`config.mk`:
```
export PLATFORM = sky130hd
export DESIGN_NAME = fir_out_capture
export DESIGN_NICKNAME = d
export VERILOG_FILES = /design/src/rtl/fir_out_capture.sv
export SDC_FILE = /design/constraint.sdc
export NUM_CORES = 1
export LEC_CHECK = 0
export CELL_PAD_IN_SITES_DETAIL_PLACEMENT = 0
export CELL_PAD_IN_SITES_GLOBAL_PLACEMENT = 1
export CORE_MARGIN = 10
export CORE_UTILIZATION = 50
export CTS_BUF_LIST = sky130_fd_sc_hd__clkbuf_4 sky130_fd_sc_hd__clkbuf_8 sky130_fd_sc_hd__clkbuf_16
export DETAILED_ROUTE_END_ITERATION = 12
export PLACE_DENSITY = 0.8
export SLEW_MARGIN = 20
export SYNTH_ARGS = -nofsm -noshare
export SYNTH_HDL_FRONTEND = slang
export SYNTH_SLANG_ARGS = --single-unit
```
`constraint.sdc`:
```
create_clock -name clk -period 7.6 [get_ports clk]
set_input_delay 1.52 -clock clk [delete_from_list [all_inputs] [get_ports clk]]
set_output_delay 1.52 -clock clk [all_outputs]
set_load 0.05 [all_outputs]
```
`src/rtl/fir_out_capture.sv`:
```
// fir_out_capture: captures the FIR8_order output stream, optionally decimates
// it, and buffers kept samples in a small first-word-fall-through FIFO read
// over a valid/ready handshake. Lost samples raise a sticky overflow flag.
//
// Ports:
//   clk, reset        rising-edge clock, synchronous active-high reset
//   enable, data_in   filter sample strobe and 10-bit unsigned sample
//   out_valid/_ready  reader handshake; out_data is the FIFO head (0 when empty)
//   fifo_count        stored entries, 0..DEPTH
//   overflow          sticky drop flag, cleared by clear_ovf (a drop wins)
//   peak_out          largest kept sample since reset (FIR_CAP_PEAK_EN only)
//
// Optional feature macro: FIR_CAP_PEAK_EN adds the peak_out tracker.
// Latency: a sample pushed at edge N is visible on out_data after edge N.
// Backpressure: a kept sample arriving while full is dropped unless a pop
// frees a slot in the same cycle.
module fir_out_capture #(
  parameter int DATA_W = 10,
  parameter int DEPTH  = 8,
  parameter int DECIM  = 1
) (
  input  logic                     clk,
  input  logic                     reset,
  input  logic                     enable,
  input  logic [DATA_W-1:0]        data_in,
  output logic                     out_valid,
  input  logic                     out_ready,
  output logic [DATA_W-1:0]        out_data,
  output logic [$clog2(DEPTH):0]   fifo_count,
  output logic                     overflow,
  input  logic                     clear_ovf
`ifdef FIR_CAP_PEAK_EN
  ,
  output logic [DATA_W-1:0]        peak_out
`endif
);

  localparam int PTR_W  = $clog2(DEPTH);
  localparam int CNT_W  = PTR_W + 1;
  // Keep the counter at least 1 bit wide so DECIM=1 still elaborates.
  localparam int DCNT_W = (DECIM > 1) ? $clog2(DECIM) : 1;
  localparam logic [CNT_W-1:0]  FULL_CNT  = CNT_W'(DEPTH);
  localparam logic [DCNT_W-1:0] DCNT_LAST = DCNT_W'(DECIM - 1);

  logic [PTR_W-1:0]  wr_ptr_q, wr_ptr_d;
  logic [PTR_W-1:0]  rd_ptr_q, rd_ptr_d;
  logic [CNT_W-1:0]  cnt_q, cnt_d;
  logic [DCNT_W-1:0] dcnt_q, dcnt_d;
  logic              ovf_q, ovf_d;
  logic [DATA_W-1:0] mem_q [DEPTH];

  logic keep, full, pop, push, drop;

  always_comb begin
    keep = enable && (dcnt_q == '0);
    full = (cnt_q == FULL_CNT);
    pop  = (cnt_q != '0) && out_ready;
    // A pop in the same cycle frees the slot a full FIFO needs for the push.
    push = keep && (!full || pop);
    drop = keep && !push;

    wr_ptr_d = wr_ptr_q;
    rd_ptr_d = rd_ptr_q;
    cnt_d    = cnt_q;
    dcnt_d   = dcnt_q;
    ovf_d    = ovf_q;

    if (enable) begin
      dcnt_d = (dcnt_q == DCNT_LAST) ? '0 : dcnt_q + 1'b1;
    end
    if (push) wr_ptr_d = wr_ptr_q + 1'b1;
    if (pop)  rd_ptr_d = rd_ptr_q + 1'b1;
    if (push && !pop)      cnt_d = cnt_q + 1'b1;
    else if (pop && !push) cnt_d = cnt_q - 1'b1;

    // Set-dominant: a drop in the clearing cycle keeps the flag raised.
    if (drop)           ovf_d = 1'b1;
    else if (clear_ovf) ovf_d = 1'b0;
  end

  always_ff @(posedge clk) begin
    if (reset) begin
      wr_ptr_q <= '0;
      rd_ptr_q <= '0;
      cnt_q    <= '0;
      dcnt_q   <= '0;
      ovf_q    <= 1'b0;
    end else begin
      wr_ptr_q <= wr_ptr_d;
      rd_ptr_q <= rd_ptr_d;
      cnt_q    <= cnt_d;
      dcnt_q   <= dcnt_d;
      ovf_q    <= ovf_d;
    end
  end

  // Storage is not reset; stale entries are never visible because out_data
  // is gated by the occupancy count.
  always_ff @(posedge clk) begin
    if (!reset && push) mem_q[wr_ptr_q] <= data_in;
  end

  assign out_valid  = (cnt_q != '0);
  assign out_data   = out_valid ? mem_q[rd_ptr_q] : '0;
  assign fifo_count = cnt_q;
  assign overflow   = ovf_q;

`ifdef FIR_CAP_PEAK_EN
  logic [DATA_W-1:0] peak_q, peak_d;

  // Tracks every kept sample, including ones dropped for lack of space.
  always_comb begin
    peak_d = peak_q;
    if (keep && (data_in > peak_q)) peak_d = data_in;
  end

  always_ff @(posedge clk) begin
    if (reset) peak_q <= '0;
    else       peak_q <= peak_d;
  end

  assign peak_out = peak_q;
`endif

endmodule
```
==> metrics.log <==
[metrics] clock skew after layout: 0.00892 ns
[metrics] crit path launch type: flop
[metrics] total detailed-routing wirelength: 6680 um
[metrics] initial cell density of the core: 51.5%
[metrics] number of top-level pins: 31
[metrics] fraction of layout instances using a drive strength above 1: 22.4%
[metrics] final setup fails: 0
[metrics] number of antenna cells inserted: 0
[metrics] count of different cell masters after synthesis: 36
[metrics] count of port buffers added during placement: 30
[metrics] Core Region: 7290 um2
[metrics] clock latency on the worst-skew pair: 0.34 ns
[metrics] start-to-end type of the worst setup path: reg2out
[metrics] vias in the first global route: 1,950
[metrics] share of synthesized registers carrying an async set or reset: 0%
[metrics] Final min period: 4.24 ns
[metrics] antenna violations before repair: 0
[metrics] largest net degree at the start of global routing: 21
[metrics] via count: 1,862
[metrics] Final #Nets: 266
[metrics] worst slew margin relative to its limit: 34.7%
[metrics] worst voltage drop across the vdd grid: 0.231 mV
[metrics] number of synthesized flops with an enable pin: 80
[metrics] run status: completed
[metrics] cell type of the slowest stage on the worst timing path: sky130_fd_sc_hd__dfxtp_1
[metrics] post-cts sizing count: 0
[metrics] overall track demand over capacity in global routing: 12.6%
[metrics] post-layout utilization of the core: 60.7%
[metrics] number of pins exceeding their max-slew limit in the final report: 0
[metrics] area of combinational cells with multiple inputs: 1050 um2
[metrics] post-synth top area cell: sky130_fd_sc_hd__edfxtp_1
[metrics] slew at the pin with the worst max-slew slack: 0.978 ns
[metrics] share of the clock period used by the worst path after layout: 55.8%
[metrics] Synth warnings: 0
[metrics] setup TNS: 0 ns
[metrics] detailed placer's ending HPWL: 4250 um
[metrics] required time worst endpoint: 6.08 ns
[metrics] total of fill cells in the finished design: 580
[metrics] cell with the most instances after synthesis: sky130_fd_sc_hd__edfxtp_1
[metrics] total global routing overflow: 0
[metrics] wire length per cell: 19.1 um
[metrics] largest cells by area after synthesis: sky130_fd_sc_hd__edfxtp_1 64%, sky130_fd_sc_hd__mux4_2 12%, sky130_fd_sc_hd__dfxtp_1 7.5%, sky130_fd_sc_hd__mux2i_1 2.9%, sky130_fd_sc_hd__nor2_1 2.8%
[metrics] clock tree from TritonCTS: built
[metrics] number of nets produced by synthesis: 229
[metrics] average vias per placed instance: 5.34
[metrics] Top Family by Delay on Critical Path: flip-flops
[metrics] mean area per synthesized cell: 18.1 um2
[metrics] CTS sink count: 94
[metrics] global-route wire length before repair: 10,900 um
[metrics] Syn-to-layout area delta: 17.7%
[metrics] Cell Area, Synth: 3760 um2
[metrics] data arrival at the endpoint of the critical path: 2.72 ns
[metrics] overall die width: 107 um
[metrics] antenna-violating nets left: 0
[metrics] num rows: 31
[metrics] sort of element at the end of the critical path: primary output
[metrics] area taken by flip-flops and latches: 2680 um2
[metrics] buffers inserted by post-CTS timing repair: 0
[metrics] y dimension of the die: 107 um
[metrics] maximum buffer depth of the clock tree: 2
[metrics] Die ar.: 11,400 um2
[metrics] worst hold path type: reg2reg
[metrics] dominant synthesized flop cell: sky130_fd_sc_hd__edfxtp_1
[metrics] clock root buffer: sky130_fd_sc_hd__clkbuf_8
[metrics] final hold violation count: 0
[metrics] crit path buf inv count: 1
[metrics] P_leak: 1.41 nW
[metrics] Clock H-tree levels: 3
[metrics] flip-flop and latch count after synthesis: 94
[metrics] Reg clk slew, reported paths: 0.09 ns
[metrics] First DRT Iteration DRCs: 100
[metrics] sequential share of the synthesized area: 71.4%
[metrics] routability-driven placement congestion ratio: 0.710
[metrics] cell chain of the critical path: mux4_2 > mux2i_1 > nor2_1 > clkdlybuf4s50_1
[metrics] most used standard cells in the synthesized netlist: 80 x sky130_fd_sc_hd__edfxtp_1, 28 x sky130_fd_sc_hd__nor2_1, 20 x sky130_fd_sc_hd__mux4_2
[metrics] hold-fix buffers at CTS: 0
[metrics] unrepaired setup endpoints after global routing: false
[metrics] Max stage delay on crit path: 0.97 ns
[metrics] largest driver fanout on the critical path: 20
[metrics] share of the synthesized area in the top cell type: 63.9%
[metrics] PwrDens: 336 nW/um2
[metrics] Fmax: 236 MHz
[metrics] clock buffers created by TritonCTS: 9
[metrics] number of violations of the max-capacitance limit: 0
[metrics] detailed-route DRC error count: 0
[metrics] Cells after Synth: 208
[metrics] iteration count of the initial detailed-routing pass: 4
[sequential cells by signal (all words and copies together), names as in the netlist, named ones only]
signal / cells
overflow: 1
rd_ptr_q: 3
mem_q: 80
fifo_count: 4
wr_ptr_q: 3
[cells by family after synthesis]
kind of cell	synth area share [%]
DFF	71.4
AOI/OAI and AO/OA	1.66
muxes	15.2
xor gates and xnor gates	1.80
and+or+nand+nor	6.26
adders and majority gates	2.20
buffers and inverters	1.50
[worst reg2reg max path, stage by stage, from the launching register on]
cell and delay [ns]:
sky130_fd_sc_hd__dfxtp_1 0.38, sky130_fd_sc_hd__or3_4 0.44, sky130_fd_sc_hd__nor2_4 0.30, sky130_fd_sc_hd__inv_2 0.12, sky130_fd_sc_hd__nand2_4 0.11, sky130_fd_sc_hd__ha_1 0.17, sky130_fd_sc_hd__inv_1 0.09, sky130_fd_sc_hd__ha_1 0.33
sky130_fd_sc_hd__a21oi_1 0.20, sky130_fd_sc_hd__a211oi_1 0.10, sky130_fd_sc_hd__a31oi_1 0.16, sky130_fd_sc_hd__mux2_2 0.34
[where the power goes]
part           internal (mW)  total (mW)  switching (mW)
Clock                  0.172       0.336           0.163
Combinational          0.218       0.529           0.311
Sequential             0.587       0.624          0.0368
[layout by cell type (no fill, tap or decap), types with 5 or more instances in the layout]
master / synthesis / routed
sky130_fd_sc_hd__dfxtp_1: 14 / 14
sky130_fd_sc_hd__ha_1: 5 / 5
sky130_fd_sc_hd__edfxtp_1: 80 / 80
sky130_fd_sc_hd__mux2i_1: 11 / 11
sky130_fd_sc_hd__mux4_2: 20 / 20
sky130_fd_sc_hd__nor2_1: 28 / 25
sky130_fd_sc_hd__a21oi_1: 5 / 5
sky130_fd_sc_hd__buf_4: 2 / 5
sky130_fd_sc_hd__clkdlybuf4s50_1: 0 / 30
sky130_fd_sc_hd__nand2_1: 5 / 5
sky130_fd_sc_hd__clkbuf_8: 0 / 10
[metal layers]
layer | part of all wire, % | GRT usage, % | vias to the layer above
li1 | - | - | 874
met1 | 43 | 16.2 | 933
met2 | 51 | 20.3 | 48
met3 | 4.9 | 2.63 | 7
met4 | 1.2 | 5.22 | 0
met5 | 0 | 0 | -
[through the flow]
stage                     worst slack, ns  hold WS, ns  cell area (um2)  power (mW)  instances
after floorplan                      4.16        0.454             3760        1.02        208
final                                3.36        0.505             4430        1.49        349
after global routing                 3.13        0.557             4430        1.57        349
after CTS                            3.29        0.503             4420        1.51        349
after global placement               3.50        0.479             4200        1.17        333
after detailed placement             3.47        0.488             4200        1.18        333
[final timing paths]
path	start	end	slack, ns	depth (start not counted)
max	flop	out_data[5]	3.36	4
min	rd_ptr_q[1]$_SDFFE_PP0N_	rd_ptr_q[1]$_SDFFE_PP0N_	0.50	2
max reg2reg	fifo_count[0]$_SDFFE_PP0P_	fifo_count[3]$_SDFFE_PP0P_	4.76	11
min reg2reg	rd_ptr_q[1]$_SDFFE_PP0N_	rd_ptr_q[1]$_SDFFE_PP0N_	0.50	2
[final cells by class]
class / count / share of cell area (%)
well taps: 99 / 2.80
inverters: 3 / 0.311
multi-input cells: 102 / 23.7
flip-flops and latches: 94 / 60.6
repair buffers: 35 / 7.63
clock inverters: 3 / 0.537
clock buffers: 13 / 4.41
Note: power is estimated with default switching activity, not from simulation.
==> variant: new RTL, same settings <==
`DEPTH`: 8 -> 16.
--- a/src/rtl/fir_out_capture.sv
+++ b/src/rtl/fir_out_capture.sv
@@ -16,7 +16,7 @@
 // frees a slot in the same cycle.
 module fir_out_capture #(
   parameter int DATA_W = 10,
-  parameter int DEPTH  = 8,
+  parameter int DEPTH  = 16,
   parameter int DECIM  = 1
 ) (
   input  logic                     clk,
Interface: changed (resized fifo_count); port bits go from 31 to 32. The function was not compared with the original's and may differ.
==> variant against the original RTL <==
- final area up 85%
- total power increased by 80%
- fmax is 13% lower
- routed wire length increased by 110%
- sequential cell count increased by 84
- global-route usage grew 2.3 points
- worst setup slack worse by 0.66 ns
- area after synthesis rose by 89%
- largest power group unchanged
- highest routed layer unchanged
==> variant: results (changes against the original RTL) <==
synth cell count leaders -> edfxtp_1, mux4_2, nor2_1
GRT Total Usage -> 0.149 (+0.0231)
post-synthesis async set-or-reset flop share -> 0 (unchanged)
Filler Cell Count -> 1025 (+77%)
synth warn -> 0 (unchanged)
largest register by flop count -> mem_q
fin nets -> 440 (+65%)
fraction of layout cells with a size suffix above 1 -> 0.214 (-0.0104)
IO Port Bufs -> 31 (+3.3%)
post-route setup TNS -> 0 ns (unchanged)
HPWL Detailed -> 8.47 mm (+99%)
Most used DFF post-synth -> edfxtp_1
WP data arrival -> 3.38 ns (+0.66 ns)
number of global-route vias before repair -> 3679 (+89%)
EDFF count, synth -> 160 (+100%)
antenna violations before repair -> 0 (unchanged)
Antenna diodes -> 0 (unchanged)
CTS buffer count -> 17 (+8)
Int Power -> 1.88 mW (+92%)
clock slew at reported path FFs -> 0.06 ns (-0.03 ns)
Synth area leaders -> edfxtp_1, mux4_2, dfxtp_1
DRT iter0 DRCs -> 384 (+280%)
Hold WC Path Type -> flop to flop
Final Util -> 0.589 (-0.0178)
first-pass GRT wire length -> 21.7 mm (+98%)
clk root buf -> clkbuf_16
dpl cell area -> 0.00762 mm² (+81%)
first drt pass iteration count -> 4 (unchanged)
sequential fraction of the synthesis area -> 0.727 (+0.0136)
H-tree depth -> 4 (+1)
Max Root-Sink Buffers -> 2 (unchanged)
Slew headroom -> 0.205 (-0.142)
CTS resizes -> 0 (unchanged)
flip-flop count of the largest register after layout -> 160 (+100%)
worst-path fanout max -> 29 (+45%)
status -> finished, final reports clean
drt total wl -> 13.9 mm (+110%)
post-synth net total -> 399 (+74%)
Vias -> 3514 (+89%)
clk_lat worst skew -> 0.42 ns (+0.08 ns)
leakage power -> 2.57 nW (+82%)
Worst Skew -> 0.00618 ns (-0.00274 ns)
VDD IR-drop max -> 0.175 mV (-24%)
pin count of the biggest net entering global routing -> 31 (+48%)
Post-CTS Setup Bufs -> 0 (unchanged)
routability congestion estimate -> 0.760 (+7.2%)
Cell variety after synth -> 35 (-2.8%)
## variant: changes by cell type in the layout (fill, tap and decap cells not counted), sizes merged, moves of 3 or more
cell	before	now
nor3	3	0
clkbuf	13	21
nor2	29	34
ha	5	10
mux4	20	40
edfxtp	80	160
dfxtp	14	18
clkinv	1	8
buf	5	10
a211oi	1	21
nor2b	2	13
inv	3	6
## variant: layout make-up
cell class | instances | area share
clock buffer | 21 | 0.0557
clock inverter | 10 | 0.0113
inverter | 6 | 0.00275
multi-input combinational | 170 | 0.224
sequential | 178 | 0.632
tap | 180 | 0.0275
timing repair buffer | 41 | 0.0471
## variant: cells by family after synthesis
| kind of cell | synth area share |
|---|---|
| and+or+nand+nor | 0.0437 |
| muxes | 0.146 |
| xor gates and xnor gates | 0.00987 |
| DFF | 0.727 |
| buffers and inverters | 0.0181 |
| AOI/OAI and AO/OA | 0.0351 |
| adders and majority gates | 0.0204 |
## variant: critical path, stage by stage (launching register included)
cell,delay (ns)
dfxtp_2,0.59
buf_4,0.51
mux4_2,0.56
nor2b_1,0.14
a211oi_1,0.25
a211oi_1,0.12
clkdlybuf4s50_1,0.77
## variant: final timing paths
check | startpoint | end | slack (ns) | depth (start not counted)
setup reg to reg | fifo_count[3] | fifo_count[4] | 4.64 | 9
hold / removal | fifo_count[3] | fifo_count[3] | 0.55 | 2
hold reg to reg | fifo_count[3] | fifo_count[3] | 0.55 | 2
setup / recovery | flop | out_data[0] | 2.70 | 6
## variant: layer usage
layer  GRT usage  wire (µm)  part of all wire  vias to the layer above
li1            -          -                 -                     1566
met1       0.185       5500              0.40                     1788
met2       0.234       6950              0.50                      141
met3      0.0493       1260             0.091                       19
met4      0.0604        196             0.014                        0
met5           0          0                 0                        -
## variant: through the flow
step,power [mW],hold WS [ns],std cells,setup WS (ns)
finish,2.67,0.547,606,2.70
detailed placement,1.89,0.542,575,3.11
floorplan,1.69,0.485,373,3.66
CTS,2.70,0.552,606,2.63
global route,2.79,0.590,606,2.46
global placement,1.88,0.507,575,3.12
## variant: power groups by stage
stage / Clock, mW / Combinational (mW) / Sequential, mW
6_report: 0.810 / 0.719 / 1.15
3_3_place_gp: 0 / 0.716 / 1.17
2_1_floorplan: 0 / 0.523 / 1.17
5_1_grt: 0.869 / 0.769 / 1.15
3_5_place_dp: 0 / 0.724 / 1.17
4_1_cts: 0.828 / 0.727 / 1.15
